[config.mk]
export PLATFORM = sky130hd
export DESIGN_NAME = mac_tile_dual
export DESIGN_NICKNAME = d
export VERILOG_FILES = /design/src/rtl/mac_pkg.sv /design/src/rtl/mac.sv /design/src/rtl/mac_tile_dual.sv
export SDC_FILE = /design/constraint.sdc
export NUM_CORES = 1
export LEC_CHECK = 0
export CORE_MARGIN = 4
export CORE_UTILIZATION = 59
export DETAILED_ROUTE_END_ITERATION = 6
export PLACE_DENSITY = 0.84
export SLEW_MARGIN = 10
export SYNTH_ARGS = -nofsm -noshare
export SYNTH_HDL_FRONTEND = slang
export SYNTH_SLANG_ARGS = --single-unit
[constraint.sdc]
create_clock -name clk -period 8.4 [get_ports clk]
set_input_delay 1.68 -clock clk [delete_from_list [all_inputs] [get_ports clk]]
set_output_delay 1.68 -clock clk [all_outputs]
set_load 0.1 [all_outputs]
[src/rtl/mac_pkg.sv]
// Shared constants and helpers for the systolic MAC tiles.
// Instruction bit positions, dataflow mode encodings and the signed-add overflow test.
package mac_pkg;

    localparam int INST_W     = 3;
    localparam int INST_LOAD  = 0;
    localparam int INST_EXEC  = 1;
    localparam int INST_FLUSH = 2;

    localparam logic MODE_WS = 1'b0;
    localparam logic MODE_OS = 1'b1;

    // Two operands of equal sign producing a sum of the other sign means the add wrapped.
    function automatic logic sum_ovf(input logic a_neg, input logic b_neg, input logic s_neg);
        return (a_neg == b_neg) && (s_neg != a_neg);
    endfunction

endpackage

[src/rtl/mac.sv]
// Combinational signed multiply-accumulate: out = a*b + c, product sign-extended to psum_bw.
module mac #(
    parameter int bw      = 4,
    parameter int psum_bw = 16
) (
    input  logic signed [bw-1:0]      a,
    input  logic signed [bw-1:0]      b,
    input  logic signed [psum_bw-1:0] c,
    output logic signed [psum_bw-1:0] out
);

    logic signed [2*bw-1:0] prod;

    assign prod = a * b;
    assign out  = psum_bw'(prod) + c;

endmodule

[src/rtl/mac_tile_dual.sv]
// Systolic processing element with run-time weight-stationary / output-stationary dataflow.
// One shared MAC serves both modes; its addend is c_q in WS and the local accumulator in OS.
module mac_tile_dual
    import mac_pkg::*;
#(
    parameter int bw      = 4,
    parameter int psum_bw = 16
) (
    input  logic                 clk,
    input  logic                 reset,
    input  logic                 mode,
    input  logic [bw-1:0]        in_w,
    input  logic [INST_W-1:0]    inst_w,
    input  logic [psum_bw-1:0]   in_n,
    output logic [bw-1:0]        out_e,
    output logic [INST_W-1:0]    inst_e,
    output logic [psum_bw-1:0]   out_s,
    output logic                 out_s_vld,
    output logic                 ovf
);

    logic signed [bw-1:0]      a_q;
    logic signed [bw-1:0]      b_q;
    logic signed [psum_bw-1:0] c_q;
    logic signed [psum_bw-1:0] acc_q;
    logic signed [psum_bw-1:0] drain_q;
    logic [INST_W-1:0]         inst_q;
    logic                      mode_q;
    logic                      vld_q;
    logic                      ovf_q;
    logic                      load_rdy_q;
    logic                      drain_rdy_q;

    logic signed [psum_bw-1:0] mac_c;
    logic signed [psum_bw-1:0] mac_out;
    logic                      prod_neg;
    logic                      acc_ovf;
    logic                      load;
    logic                      exec;
    logic                      flush;
    logic                      idle;

    assign load  = inst_w[INST_LOAD];
    assign exec  = inst_w[INST_EXEC];
    assign flush = inst_w[INST_FLUSH];
    assign idle  = (inst_w == '0);

    assign mac_c = (mode_q == MODE_OS) ? acc_q : c_q;

    mac #(
        .bw      (bw),
        .psum_bw (psum_bw)
    ) u_mac (
        .a   (a_q),
        .b   (b_q),
        .c   (mac_c),
        .out (mac_out)
    );

    // A zero product counts as non-negative, so it can never trip the overflow test.
    assign prod_neg = (a_q != '0) && (b_q != '0) && (a_q[bw-1] ^ b_q[bw-1]);
    assign acc_ovf  = sum_ovf(acc_q[psum_bw-1], prod_neg, mac_out[psum_bw-1]);

    always_ff @(posedge clk) begin
        if (reset) begin
            a_q         <= '0;
            b_q         <= '0;
            c_q         <= '0;
            acc_q       <= '0;
            drain_q     <= '0;
            inst_q      <= '0;
            mode_q      <= MODE_WS;
            vld_q       <= 1'b0;
            ovf_q       <= 1'b0;
            load_rdy_q  <= 1'b1;
            drain_rdy_q <= 1'b1;
        end else begin
            inst_q[INST_EXEC]  <= exec;
            inst_q[INST_FLUSH] <= flush;
            inst_q[INST_LOAD]  <= 1'b0;
            vld_q              <= 1'b0;

            if (mode_q == MODE_WS) begin
                if (load || exec) begin
                    a_q <= in_w;
                    c_q <= in_n;
                end
                // The first load keeps the weight here; later ones are passed east.
                if (load) begin
                    if (load_rdy_q) begin
                        b_q        <= in_w;
                        load_rdy_q <= 1'b0;
                    end else begin
                        inst_q[INST_LOAD] <= 1'b1;
                    end
                end
            end else begin
                vld_q <= flush;
                // Operands are cleared outside execute so the next burst starts by adding 0.
                if (exec && !flush) begin
                    a_q <= in_w;
                    b_q <= in_n[bw-1:0];
                end else begin
                    a_q <= '0;
                    b_q <= '0;
                end
                if (flush) begin
                    if (drain_rdy_q) begin
                        drain_q     <= mac_out;
                        acc_q       <= '0;
                        drain_rdy_q <= 1'b0;
                        if (acc_ovf) ovf_q <= 1'b1;
                    end else begin
                        drain_q <= in_n;
                    end
                end else if (exec) begin
                    acc_q <= mac_out;
                    if (acc_ovf) ovf_q <= 1'b1;
                end
            end

            if (idle) begin
                mode_q <= mode;
                if (mode != mode_q) begin
                    load_rdy_q  <= 1'b1;
                    drain_rdy_q <= 1'b1;
                    ovf_q       <= 1'b0;
                end
            end
        end
    end

    always_comb begin
        out_s = mac_out;
        if (mode_q == MODE_OS) begin
            out_s = vld_q ? drain_q : psum_bw'(b_q);
        end
    end

    assign out_e     = a_q;
    assign inst_e    = inst_q;
    assign out_s_vld = vld_q;
    assign ovf       = ovf_q;

endmodule

==> flow_metrics.env, run 1 <==
export IMPL_ys_ff_latch=64
export IMPL_coreArea_mm2=0.007767
export IMPL_hold_buffers=0
export IMPL_hold_path_class="reg -> reg"
export IMPL_maxSlewViolCount=0
export IMPL_syn_nets=646
export IMPL_grt_total_usage_pct=25.87
export IMPL_initial_core_util_pct=60.92
export IMPL_drc=0
export IMPL_rsz0062_at_grt="no"
export IMPL_cts_made_buffers=9
export IMPL_die_h_um=97.56
export IMPL_synth_area_leaders="dfxtp_1 (27%), fa_1 (13%), ha_1 (9.0%)"
export IMPL_reg2reg_slack_ns=3.82
export IMPL_wl_mm=11.90
export IMPL_overflow=0
export IMPL_max_cap_violations=0
export IMPL_cts_tree="yes"
export IMPL_syn_to_final_growth_pct=14.75
export IMPL_hold_viol=0
export IMPL_crit_path_start_kind="register"
export IMPL_io_pins=51
export IMPL_crit_path_end_kind="primary output"
export IMPL_power_density_mw_per_mm2=211.9
export IMPL_synthArstFlopShare_pct=0
export IMPL_grt_pass1_wl_mm=20.07
export IMPL_status="completed"
export IMPL_cts_max_path_buffers=2
export IMPL_clkTransAtPathRegs_ns=0.07
export IMPL_via_count=4105
export IMPL_fmax_mhz=146.5
export IMPL_finalSetupTns_ns=0
export IMPL_fin_crit_sh_pct=81.25
export IMPL_fin_cells=701
export IMPL_ir_drop_uv=258.3
export IMPL_via_per_inst=5.856
export IMPL_cp_depth=13
export IMPL_synth_most_common_cell="inv_1"
export IMPL_antenna_found_initial=0
export IMPL_crit_type="reg -> out"
export IMPL_crit_path_top_delay_cell="clkdlybuf4s50_1"
export IMPL_yosysTopAreaCell="dfxtp_1"
export IMPL_grt_pass1_vias=4214
export IMPL_crit_top_cell="fa_1"
export IMPL_place_inst=685
export IMPL_cts_resized=0
export IMPL_post_dp_hpwl_mm=9.012
export IMPL_routabilityCongestion=0.8546
export IMPL_antenna_diode_count=0
export IMPL_slew_headroom_pct=16.20
export IMPL_p_leak_nw=2.464
export IMPL_holdWs_ns=0.4550
export IMPL_syn_inst=556
export IMPL_tightest_slew_ns=1.252
export IMPL_ys_warn_count=0
export IMPL_row_count=32
export IMPL_clkSinkCount=64
export IMPL_synth_edf_count=0
export IMPL_antenna_left=0
export IMPL_drive_gt1_share_pct=9.182
export IMPL_post_route_min_period_ns=6.825
export IMPL_critPathTopFamily="adder cells"
export IMPL_dr_pass1_iters=5
export IMPL_drt_iter0_markers=226
export IMPL_crit_buf_inv=3
export IMPL_htreeDepth=3
export IMPL_placed_cell_area_mm2=0.005246
export IMPL_post_cts_setup_buffers=0
export IMPL_syn_area_mm2=0.004732
export IMPL_dieArea_mm2=0.009517
export IMPL_hold_path_depth=2
export IMPL_clkLatencyLatePin_ns=0.35
export IMPL_fin_worst_skew_ns=0.01437
export IMPL_wl_per_cell_um=16.98
export IMPL_die_w_um=97.56
export IMPL_ff2ff_path_depth=14
export IMPL_portBuffers=50
export IMPL_critPathMaxStageDelay_ns=1.18
export IMPL_nets=684
export IMPL_synth_top_area_share_pct=27.08
export IMPL_ys_seq_area_share_pct=27.08
export IMPL_ctsRootBufferMaster="clkbuf_8"
export IMPL_netlist_top_cells_count="inv_1 (71), dfxtp_1 (64), nand2_1 (63)"
export IMPL_worstPathCellList="and2_1 -> fa_1 -> inv_1 -> fa_1 -> fa_1 -> inv_1 -> ha_1 -> a21o_1 -> a21oi_1 -> xnor2_1 -> nand2_1 -> o21ai_0 -> clkdlybuf4s50_1"
export IMPL_crit_arrival_ns=5.15
export IMPL_setup_viol=0
export IMPL_synth_distinct_cells=49
export IMPL_synthFlopType="dfxtp_1"
export IMPL_grt_max_degree=60
export IMPL_cp_max_fo=13
export IMPL_stdcell_area_mm2=0.005430
export IMPL_fill_cells=639
export IMPL_avgSynthCellArea_um2=8.511
export IMPL_worstPathRequired_ns=6.72
-- metrics by stage --
| stage | setup WS, ns | utilization [%] | power (mW) |
|---|---|---|---|
| 4_1_cts | 1.567 | 69.86 | 1.155 |
| 2_1_floorplan | 0.7863 | - | 0.7721 |
| 3_5_place_dp | 1.953 | 67.54 | 0.9049 |
| 5_1_grt | 1.313 | 69.91 | 1.208 |
| 3_3_place_gp | 2.010 | 67.54 | 0.8910 |
| 6_report | 1.575 | 69.91 | 1.151 |
-- worst paths after layout --
path / from / end
min reg2reg: c_q[12] / c_q[12]
min: c_q[12] / c_q[12]
max: out_e[3] / out_s[5]
max reg2reg: out_e[3] / acc_q[14]
-- report_power, final --
group / leakage (nW) / switching [mW] / total (mW) / internal, mW
Combinational: 1.85 / 0.408 / 0.568 / 0.160
Sequential: 0.523 / 0.0128 / 0.329 / 0.316
Clock: 0.0941 / 0.118 / 0.254 / 0.136
Total: 2.46 / 0.539 / 1.15 / 0.612
-- per-layer routing --
metal | global-route usage [%] | up-vias | share of wire, %
li1 | - | 1933 | -
met1 | 29.51 | 1987 | 39
met2 | 46.44 | 130 | 52
met3 | 5.312 | 55 | 4.8
met4 | 11.18 | 0 | 4.3
met5 | 0 | - | 0
-- layout make-up --
cell class	instances	area, um2	area share, %
clock buffer	12	135.1	2.488
timing repair buffer	52	485.5	8.940
sequential	64	1281	23.59
tap	102	127.6	2.350
multi-input combinational	395	3085	56.82
clock inverter	4	45.04	0.8295
inverter	72	270.3	4.977
-- worst min-delay path, delay by kind of cell (launching register included) --
| family | cells | cell delay, ns |
|---|---|---|
| DFF | 1 | 0.31 |
| AOI/OAI and AO/OA | 1 | 0.05 |
| and+or+nand+nor | 1 | 0.05 |
-- cell usage in the layout (no fill, tap or decap), types with 5 or more instances in the layout --
| cell type | count |
|---|---|
| clkdlybuf4s50_1 | 39 |
| a21oi_1 | 50 |
| xor2_1 | 5 |
| buf_4 | 12 |
| fa_1 | 30 |
| nor3_1 | 10 |
| inv_1 | 71 |
| mux2_2 | 16 |
| mux2i_1 | 24 |
| nor2b_1 | 6 |
| and2_1 | 12 |
| ha_1 | 34 |
| o21ai_0 | 11 |
| dfxtp_1 | 64 |
| a211oi_1 | 14 |
| clkbuf_8 | 9 |
| xnor2_1 | 11 |
| nor2_1 | 47 |
| nand2_1 | 63 |
| a21o_1 | 6 |
| a22oi_1 | 10 |
-- flip-flops by register name, indices dropped and copies added (netlist names) --
register and flops:
out_e 4, drain_rdy_q 1, b_q 4, load_rdy_q 1
out_s_vld 1, inst_e 3, mode_q 1, drain_q 16
c_q 16, acc_q 16, ovf 1
-- cells by family (layout without fill, tap and decap cells) --
kind of cell               count (synthesis)  in the layout  share of synthesized area, %
buffers and inverters                     97            140                         7.800
and+or+nand+nor                          157            157                         14.83
AOI/OAI and AO/OA                        116            116                         16.08
muxes                                     40             40                         8.884
DFF                                       64             64                         27.08
adders and majority gates                 64             64                         21.68
xor gates and xnor gates                  18             18                         3.649
Power figures use the tool's default switching activity.
==> run 2: changes to the inputs <==
--- a/config.mk
+++ b/config.mk
@@ -6,9 +6,9 @@
 export NUM_CORES = 1
 export LEC_CHECK = 0
 export CORE_MARGIN = 4
-export CORE_UTILIZATION = 59
+export CORE_UTILIZATION = 52
 export DETAILED_ROUTE_END_ITERATION = 6
-export PLACE_DENSITY = 0.84
+export PLACE_DENSITY = 0.78
 export SLEW_MARGIN = 10
 export SYNTH_ARGS = -nofsm -noshare
 export SYNTH_HDL_FRONTEND = slang
==> constraint.sdc (replaced) <==
create_clock -name clk -period 5.85 [get_ports clk]
set_input_delay 1.17 -clock clk [delete_from_list [all_inputs] [get_ports clk]]
set_output_delay 1.17 -clock clk [all_outputs]
set_load 0.1 [all_outputs]
==> run 2 against run 1 <==
  * The run now ends with DRC left
  * Hold slack barely moved
  * Final cell count is 2.1% higher
  * Non-clock buffer count increased by 9
  * Critical path type unchanged
  * Core utilization is 3.6 points lower
  * Count of clock-buffer cells in the layout unchanged
  * Combinational power increased by 73%
  * Worst setup slack lost 1.4 ns
  * Clock skew down 0.0055 ns
==> flow_metrics.env, run 2 (synthesis results as in run 1) <==
export IMPL_hold_path_depth=2
export IMPL_dr_pass1_iters=7
export IMPL_grt_total_usage_pct=24.26
export IMPL_clkTransAtPathRegs_ns=0.07
export IMPL_hp_start="c_q[0]"
export IMPL_p_comb_share_pct=54.2
export IMPL_ir_drop_uv=346.3
export IMPL_htreeDepth=3
export IMPL_syn_to_final_growth_pct=23.43
export IMPL_cp_max_fo=3
export IMPL_busiest_layer="met2"
export IMPL_p_leak_nw=2.597
export IMPL_finalSetupTns_ns=0
export IMPL_worst_slack_ns=0.1631
export IMPL_fin_worst_skew_ns=0.008905
export IMPL_slew_headroom_pct=21.97
export IMPL_hold_buffers=0
export IMPL_holdPathEnd="c_q[0]"
export IMPL_crit_path_start_kind="register"
export IMPL_antenna_found_initial=0
export IMPL_post_route_min_period_ns=5.687
export IMPL_mostFrequentLayoutCells="inv_1 (71), nand2_1 (63), dfxtp_1 (59)"
export IMPL_clkLatencyLatePin_ns=0.33
export IMPL_wl_mm=12.38
export IMPL_status="finished with violations"
export IMPL_nets=693
export IMPL_clkSinkCount=64
export IMPL_row_count=34
export IMPL_routabilityCongestion=0.9035
export IMPL_die_w_um=103.4
export IMPL_setup_viol=0
export IMPL_cts_tree="yes"
export IMPL_portBuffers=50
export IMPL_power_density_mw_per_mm2=309.5
export IMPL_cts_max_path_buffers=2
export IMPL_io_pins=51
export IMPL_crit_arrival_ns=4.52
export IMPL_via_count=4099
export IMPL_crit_path_end_kind="primary output"
export IMPL_dp_slack_ns=0.2287
export IMPL_tightest_slew_ns=1.166
export IMPL_seqPwrFrac_pct=26.0
export IMPL_antenna_left=0
export IMPL_fin_crit_sh_pct=97.21
export IMPL_use_met1_pct=29.41
export IMPL_initial_core_util_pct=53.74
export IMPL_fmax_mhz=175.8
export IMPL_wl_per_cell_um=17.28
export IMPL_ctsRootBufferMaster="clkbuf_8"
export IMPL_cts_made_buffers=9
export IMPL_via_per_inst=5.725
export IMPL_intPower_uw=989.2
export IMPL_grt_met3_usage_pct=3.689
export IMPL_antenna_diode_count=0
export IMPL_rsz0062_at_grt="yes"
export IMPL_p_sw_share_pct=45.28
export IMPL_reg2reg_slack_ns=1.59
export IMPL_drt_iter0_markers=209
export IMPL_dieArea_mm2=0.01069
export IMPL_maxSlewViolCount=0
export IMPL_crit_type="reg -> out"
export IMPL_violations="DRC"
export IMPL_drc=3
export IMPL_met2_usage_pct=44.71
export IMPL_max_cap_violations=0
export IMPL_rr_startpoint="mode_q"
export IMPL_final_common_cell="inv_1"
export IMPL_ff2ff_path_depth=15
export IMPL_drive_gt1_share_pct=16.12
export IMPL_die_h_um=103.4
export IMPL_grt_pass1_vias=4158
export IMPL_place_inst=694
export IMPL_hold_viol=0
export IMPL_grt_pass1_wl_mm=20.18
export IMPL_coreArea_mm2=0.008806
export IMPL_post_dp_hpwl_mm=9.118
export IMPL_overflow=0
export IMPL_fill_cells=715
export IMPL_fin_cells=716
export IMPL_hold_path_class="reg -> reg"
export IMPL_p_clk_share_pct=19.8
export IMPL_worstPathRequired_ns=4.68
export IMPL_p_sw_uw=818.5
export IMPL_grt_max_degree=60
export IMPL_worstReg2RegEnd="acc_q[14]"
export IMPL_largest_registers="acc_q: 16 flops, c_q: 16 flops, drain_q: 16 flops"
[run 2: cell types whose count changed in the layout (fill, tap and decap cells not counted), moves of 4 or more]
| cell | before | now |
|---|---|---|
| buf_12 | 0 | 14 |
| o21ai_2 | 2 | 6 |
| a21oi_1 | 50 | 46 |
| dfxtp_1 | 64 | 59 |
| o21ai_0 | 11 | 3 |
| clkdlybuf4s50_1 | 39 | 34 |
| o21ai_1 | 3 | 7 |
| dfxtp_2 | 0 | 4 |
[run 2: how the worst max path moves through the flow]
stage               startpoint   endpoint  depth (start not counted)
floorplan             out_e[3]  out_s[14]                         14
global placement        mode_q  out_s[14]                         15
detailed placement      mode_q  out_s[14]                         17
CTS                     mode_q  out_s[14]                         17
global route            b_q[2]  out_s[14]                         17
finish                  mode_q  out_s[14]                         15
[run 2: per-stage QoR]
| stage | power [mW] | instance area [um2] | util, % | hold WS, ns |
|---|---|---|---|---|
| floorplan | 1.131 | 4796 | - | 0.4284 |
| global placement | 1.413 | 5499 | 62.45 | 0.4375 |
| detailed placement | 1.432 | 5499 | 62.45 | 0.4460 |
| CTS | 1.794 | 5717 | 64.92 | 0.4569 |
| global route | 1.899 | 5841 | 66.33 | 0.4823 |
| finish | 1.808 | 5841 | 66.33 | 0.4550 |
[run 2: layout make-up]
cell class / count / area, um2 / share of cell area (%)
Multi-Input combinational cell: 395 / 3202 / 54.82
Sequential cell: 64 / 1290 / 22.09
Timing Repair Buffer: 61 / 750.7 / 12.85
Inverter: 72 / 270.3 / 4.627
Clock buffer: 12 / 165.2 / 2.828
Tap cell: 108 / 135.1 / 2.314
Clock inverter: 4 / 27.53 / 0.4713
[run 2: power groups by stage]
stage	combinational [mW]	clock (mW)	sequential (mW)
floorplan	0.634	0	0.497
global placement	0.934	0	0.479
detailed placement	0.953	0	0.480
CTS	0.966	0.358	0.470
global route	1.04	0.385	0.472
finish	0.980	0.358	0.470
[run 2: worst max-delay path: stages (launching register included)]
cell and delay (ns):
dfxtp_4 0.37, mux2_2 0.34, fa_1 0.50, inv_1 0.05
fa_1 0.49, fa_1 0.55, inv_1 0.07, fa_2 0.37
a21o_1 0.17, a21oi_2 0.19, o211a_1 0.24, o21ai_1 0.10
a21oi_2 0.18, xor2_2 0.26, mux2i_4 0.11, buf_12 0.18
[run 2: per-layer routing]
layer	wire length, um	part of all wire, %	vias to the layer above
li1	-	-	1953
met1	4947	40	1978
met2	6515	53	144
met3	683	5.5	24
met4	228	1.8	0
met5	0	0	-
[run 2: repair_timing]
action                                  CTS  global route
pin swaps                                 3             9
setup buffers                             1             3
endpoints found under the setup margin    3             6
gates resized for setup                   3            13
cloned                                    0             2
==> run 3: changes to the inputs <==
--- a/config.mk
+++ b/config.mk
@@ -9,7 +9,6 @@
 export CORE_UTILIZATION = 52
 export DETAILED_ROUTE_END_ITERATION = 6
 export PLACE_DENSITY = 0.78
-export SLEW_MARGIN = 10
 export SYNTH_ARGS = -nofsm -noshare
 export SYNTH_HDL_FRONTEND = slang
 export SYNTH_SLANG_ARGS = --single-unit
==> results of run 3 <==
Same layout as run 2: the final DEF is identical, and so are final timing and power.
